## src/rtl/serial_frame_ctrl.sv

```systemverilog
// Framing controller: hunts for a sync byte, buffers len + payload (+ checksum when
// SERIAL_FRAME_CHECKSUM_EN is defined) and releases only checked frames over valid/ready.
module serial_frame_ctrl #(
    parameter int          Width        = 8,
    parameter logic [7:0]  SyncByte     = 8'hA5,
    parameter int          MaxLen       = 16,
    parameter int          LenWidth     = 5,
    parameter int          TimeoutWidth = 16
) (
    input  logic             clk,
    input  logic             rst,
    input  logic [Width-1:0] rx_data,
    input  logic             rx_finish,
    output logic [Width-1:0] out_data,
    output logic             out_valid,
    input  logic             out_ready,
    output logic             out_last,
    output logic             frame_ok,
    output logic             frame_err,
    output logic [1:0]       err_code
);
    localparam int AW = (MaxLen > 1) ? $clog2(MaxLen) : 1;
    localparam logic [TimeoutWidth-1:0] TMO_ONES = '1;

    typedef enum logic [2:0] {
        S_IDLE,
        S_LEN,
        S_PAY,
`ifdef SERIAL_FRAME_CHECKSUM_EN
        S_CSUM,
`endif
        S_DRAIN
    } state_t;

    state_t                  state_q, state_d;
    logic                    fin_q;
    logic [LenWidth-1:0]     len_q, len_d, idx_q, idx_d, rd_q, rd_d;
    logic [TimeoutWidth-1:0] tmr_q, tmr_d;
    logic                    ok_q, ok_d, err_q, err_d;
    logic [1:0]              code_q, code_d;
    logic                    wr_en;
    logic [Width-1:0]        mem_q [MaxLen];
    logic                    ev;
`ifdef SERIAL_FRAME_CHECKSUM_EN
    logic [Width-1:0]        sum_q, sum_d, csum_chk;
`endif

    assign ev = rx_finish & ~fin_q;

    assign out_valid = (state_q == S_DRAIN);
    assign out_last  = out_valid && (rd_q == len_q - 1'b1);
    assign out_data  = out_valid ? mem_q[rd_q[AW-1:0]] : '0;
    assign frame_ok  = ok_q;
    assign frame_err = err_q;
    assign err_code  = code_q;

    always_comb begin
        state_d = state_q;
        len_d   = len_q;
        idx_d   = idx_q;
        rd_d    = rd_q;
        tmr_d   = tmr_q;
        ok_d    = 1'b0;
        err_d   = 1'b0;
        code_d  = code_q;
        wr_en   = 1'b0;
`ifdef SERIAL_FRAME_CHECKSUM_EN
        sum_d    = sum_q;
        csum_chk = sum_q + rx_data;
`endif
        case (state_q)
            S_IDLE: begin
                tmr_d = '0;
                if (ev && rx_data == SyncByte) state_d = S_LEN;
            end
            S_DRAIN: begin
                tmr_d = '0;
                if (ev) begin
                    err_d  = 1'b1;
                    code_d = 2'b00;
                end
                if (out_ready) begin
                    rd_d = rd_q + 1'b1;
                    if (out_last) state_d = S_IDLE;
                end
            end
            default: begin
                tmr_d = tmr_q + 1'b1;
                // Fires on the edge where tmr would reach all-ones; a coincident byte is dropped.
                if (tmr_q == TMO_ONES - 1'b1) begin
                    tmr_d   = '0;
                    err_d   = 1'b1;
                    code_d  = 2'b11;
                    state_d = S_IDLE;
                end else if (ev) begin
                    tmr_d = '0;
                    case (state_q)
                        S_LEN: begin
                            if (rx_data >= Width'(1) && rx_data <= Width'(MaxLen)) begin
                                len_d   = LenWidth'(rx_data);
                                idx_d   = '0;
                                state_d = S_PAY;
`ifdef SERIAL_FRAME_CHECKSUM_EN
                                sum_d   = rx_data;
`endif
                            end else begin
                                err_d   = 1'b1;
                                code_d  = 2'b01;
                                state_d = S_IDLE;
                            end
                        end
                        S_PAY: begin
                            wr_en = 1'b1;
                            idx_d = idx_q + 1'b1;
`ifdef SERIAL_FRAME_CHECKSUM_EN
                            sum_d = sum_q + rx_data;
                            if (idx_d == len_q) state_d = S_CSUM;
`else
                            if (idx_d == len_q) begin
                                ok_d    = 1'b1;
                                rd_d    = '0;
                                state_d = S_DRAIN;
                            end
`endif
                        end
`ifdef SERIAL_FRAME_CHECKSUM_EN
                        S_CSUM: begin
                            if (csum_chk == '0) begin
                                ok_d    = 1'b1;
                                rd_d    = '0;
                                state_d = S_DRAIN;
                            end else begin
                                err_d   = 1'b1;
                                code_d  = 2'b10;
                                state_d = S_IDLE;
                            end
                        end
`endif
                        default: state_d = S_IDLE;
                    endcase
                end
            end
        endcase
    end

    always_ff @(posedge clk or posedge rst) begin
        if (rst) begin
            state_q <= S_IDLE;
            fin_q   <= 1'b1;
            len_q   <= '0;
            idx_q   <= '0;
            rd_q    <= '0;
            tmr_q   <= '0;
            ok_q    <= 1'b0;
            err_q   <= 1'b0;
            code_q  <= 2'b00;
`ifdef SERIAL_FRAME_CHECKSUM_EN
            sum_q   <= '0;
`endif
        end else begin
            state_q <= state_d;
            fin_q   <= rx_finish;
            len_q   <= len_d;
            idx_q   <= idx_d;
            rd_q    <= rd_d;
            tmr_q   <= tmr_d;
            ok_q    <= ok_d;
            err_q   <= err_d;
            code_q  <= code_d;
`ifdef SERIAL_FRAME_CHECKSUM_EN
            sum_q   <= sum_d;
`endif
        end
    end

    // Payload storage is deliberately not reset; indices alone define validity.
    always_ff @(posedge clk) begin
        if (wr_en) mem_q[idx_q[AW-1:0]] <= rx_data;
    end
endmodule

```

## config.mk

```make
export PLATFORM = sky130hd
export DESIGN_NAME = serial_frame_ctrl
export DESIGN_NICKNAME = d
export VERILOG_FILES = /design/src/rtl/serial_frame_ctrl.sv
export SDC_FILE = /design/constraint.sdc
export NUM_CORES = 1
export LEC_CHECK = 0
export ABC_AREA = 1
export CAP_MARGIN = 25
export CORE_MARGIN = 5
export CORE_UTILIZATION = 35
export CTS_BUF_LIST = sky130_fd_sc_hd__clkbuf_4
export DETAILED_ROUTE_END_ITERATION = 16
export PLACE_DENSITY_LB_ADDON = 0.3
export SLEW_MARGIN = 20
export SYNTH_ARGS = -nofsm -noshare
export SYNTH_HDL_FRONTEND = slang
export SYNTH_SLANG_ARGS = --single-unit
export TNS_END_PERCENT = 1
```

## constraint.sdc

```tcl
create_clock -name clk -period 2.49 [get_ports clk]
set_input_delay 0.498 -clock clk [delete_from_list [all_inputs] [get_ports clk]]
set_output_delay 0.498 -clock clk [all_outputs]
set_load 0.03 [all_outputs]
```

==> out/results.tsv <==
metric	value	unit
outcome	complete, but fails checks	
violations	setup timing	
grt_pass1_vias	5274	
grt_pass1_wl	30000	µm
final_nets	814	
mostFrequentLayoutCell	edfxtp_1	
vias	5449	
cts.clk_slew.worst_paths	0.16	ns
slew_violations	0	
overflow	0	
fin_skew	0.0199	ns
cp.required	1.99	ns
areaGrowthSynthToFinish	19.8	%
crit_path_start	rd_q[0]$_DFFE_PP0P_	
synth_cell_types	42	
p_seq_share	40.1	%
syn_nets	735	
gp_congestion	0.843	
n_fill_cell	1998	
dieArea	24600	µm²
floorplan.initialDensity	35.7	%
power.density	891	nW/µm²
cts_made_buffers	17	
fin_setup_tns	-2.11	ns
ys_top_cells_by_area	edfxtp_1, dfrtp_1, nor2_1	
ant_nets	0	
clkSinkCount	166	
dp_hpwl	13200	µm
rsz0062_at_grt	true	
p_int	0.00502	W
hold_path.class	in -> async	
antenna_found_initial	1	
cpMostUsedCell	buf_12	
layout_common_cells	edfxtp_1, nor2_1, nand2_1, buf_4, o21ai_1	
multi_input_area	2480	µm²
syn_avg_cell_area	10.6	µm²
layout_setup_ws	-0.287	ns
max_freq	360	MHz
timing.rr.start	state_q[0]$_DFFE_PP0P_	
synth_top_area_share	50.9	%
ir_drop	0.425	mV
cts_max_level	4	
pwr-share-clk	21.9	%
max_slew.worst_pin.slew	0.519	ns
p_leak	3.39	nW
insertion_delay	0.57	ns
via_per_inst	5.05	
cp_slowest_cell	dfrtp_2	
p_sw	0.00304	W
max_cap_viol_count	0	
post-route-drc-count	0	
coreArea	21200	µm²
synth.largest_area_cell	edfxtp_1	
max_stage_delay	0.46	ns
port_buffers	25	
hold_viol_final	0	
first_iter_violations	420	
timing.final.crit_share	112	%
finalPower	0.00806	W
end_kind	primary output	
dpl.cell_count	1033	
layout-drive-gt1-share	19.8	%
dr.pass1.iters	5	
setup_viol	9	
maxSlewHeadroom	65.4	%
die_y	157	µm
grt.total_usage	16.0	%
path_class	reg -> out	
wl	19300	µm
ff_latch_area	4800	µm²
worstPathArrival	2.28	ns
synth_cells	710	
synth_seq_area_share	63.5	%
detail_route.wl_per_cell	17.9	µm
p_sw_share	37.7	%
path_cells	buf_12 > clkinv_8 > buf_12 > buf_8 > o21ai_2 > o22ai_2 > o211ai_1 > a31oi_1 > buf_4	
final_cells	1078	
syn_area	7550	µm²
grt_max_degree	39	
setup.worst_path.start_class	flip-flop	
path_max_fanout	7	
io_pins	26	
comb_power_share	38.1	%
cts_max_path_buffers	2	
min_period	2.78	ns
cts_tree	built	
ys_warn_count	0	
clock-root-buffer	clkbuf_4	
dp_slack	0.101	ns
synth-seq-cells	166	
whs	0.336	ns
die_w	157	µm
fp-row-count	53	
-- cell type report --
cell class,count,share of cell area (%)
Clock inverter,15,2.24
Inverter,49,2.30
Timing Repair Buffer,87,9.78
Clock buffer,17,1.41
Antenna cell,1,0.0277
Sequential cell,166,53.1
Tap cell,275,3.80
Multi-Input combinational cell,468,27.4
-- path summary, 6_finish.rpt --
| kind | end | depth (start not counted) | slack (ns) |
|---|---|---|---|
| max in group asynchronous | rd_q[0]$_DFFE_PP0P_ | 3 | 1.76 |
| min in group clk | fin_q$_DFF_PP1_ | 1 | 0.34 |
| max | out_data[3] | 9 | -0.29 |
| max reg2reg | mem_q[6][2]$_DFFE_PP_ | 11 | 0.38 |
| min | state_q[0]$_DFFE_PP0P_ | 3 | 0.34 |
| min reg2reg | tmr_q[15]$_DFF_PP0_ | 1 | 0.49 |
-- repair_timing --
action	CTS	global route
endpoints found under the setup margin	10	9
buffers inserted	1	8
gates resized for setup	15	34
gates cloned	1	2
hold buffers	0	0
hold endpoints to repair	0	0
pin swaps	9	15
-- cells by family after synthesis --
group | after synthesis | synth area share (%)
buffers and inverters | 76 | 4.32
adder cells (fa/ha/maj) | 13 | 2.15
XOR/XNOR | 10 | 1.16
AO/OA/AOI/OAI | 139 | 10.4
flip-flops | 166 | 63.5
AND/OR/NAND/NOR | 306 | 18.5
-- sequential cells by signal, indices dropped and copies added, names as in the netlist --
signal and cells:
frame_err 1, len_q 5, idx_q 5, mem_q 128, state_q 2, frame_ok 1, tmr_q 16, err_code 2
fin_q 1, rd_q 5
-- per-stage QoR --
stage          area [µm²]  utilization, %
2_1_floorplan        7550               -
3_3_place_gp         8410            39.8
3_5_place_dp         8410            39.8
4_1_cts              8820            41.7
5_1_grt              9040            42.8
6_report             9040            42.8
-- synth_stat cells --
cell type	n
edfxtp_1	128
xnor2_1	4
nor4_1	1
inv_4	2
a21oi_2	1
buf_2	16
nand2_2	9
buf_4	2
nand3_1	29
inv_1	34
nand2_4	2
a22oi_1	1
a31oi_1	9
dfrtp_1	37
dfstp_2	1
a21oi_1	10
buf_6	1
nand3_4	1
nand3_2	1
nor3_2	3
nor3b_1	2
inv_2	11
nor3b_2	2
clkinv_1	1
nor2_1	123
o211ai_1	16
nor2_2	5
nand3b_1	1
nor3_4	1
clkbuf_1	8
xor2_1	6
clkinv_2	1
nor2_4	4
nand2_1	104
nor3_1	9
o22ai_1	20
o21bai_1	2
nor2_8	1
o21ai_0	46
ha_1	13
o21ai_1	34
nand4_1	8
-- metal layers --
| metal | vias to the layer above | routed length, µm | global-route usage [%] |
|---|---|---|---|
| met4 | 0 | 137 | 3.84 |
| met3 | 9 | 918 | 2.99 |
| met5 | - | 0 | 0 |
| li1 | 2642 | - | - |
| met1 | 2667 | 8500 | 21.6 |
| met2 | 131 | 9740 | 26.7 |
-- power by group through the flow --
stage	sequential, W	combinational, W	clock [W]
after detailed placement	0.00328	0.00256	0
after floorplan	0.00326	0.00173	0
after global placement	0.00327	0.00255	0
final	0.00323	0.00307	0.00176
after global routing	0.00324	0.00337	0.00192
after CTS	0.00323	0.00269	0.00181
-- worst max-delay path: cells and delay by family (launching register included) --
kind            cells  cell delay (ns)
compound gates      4             0.59
flops               1             0.46
buf+inv             5             0.66
Power figures use the tool's default switching activity.
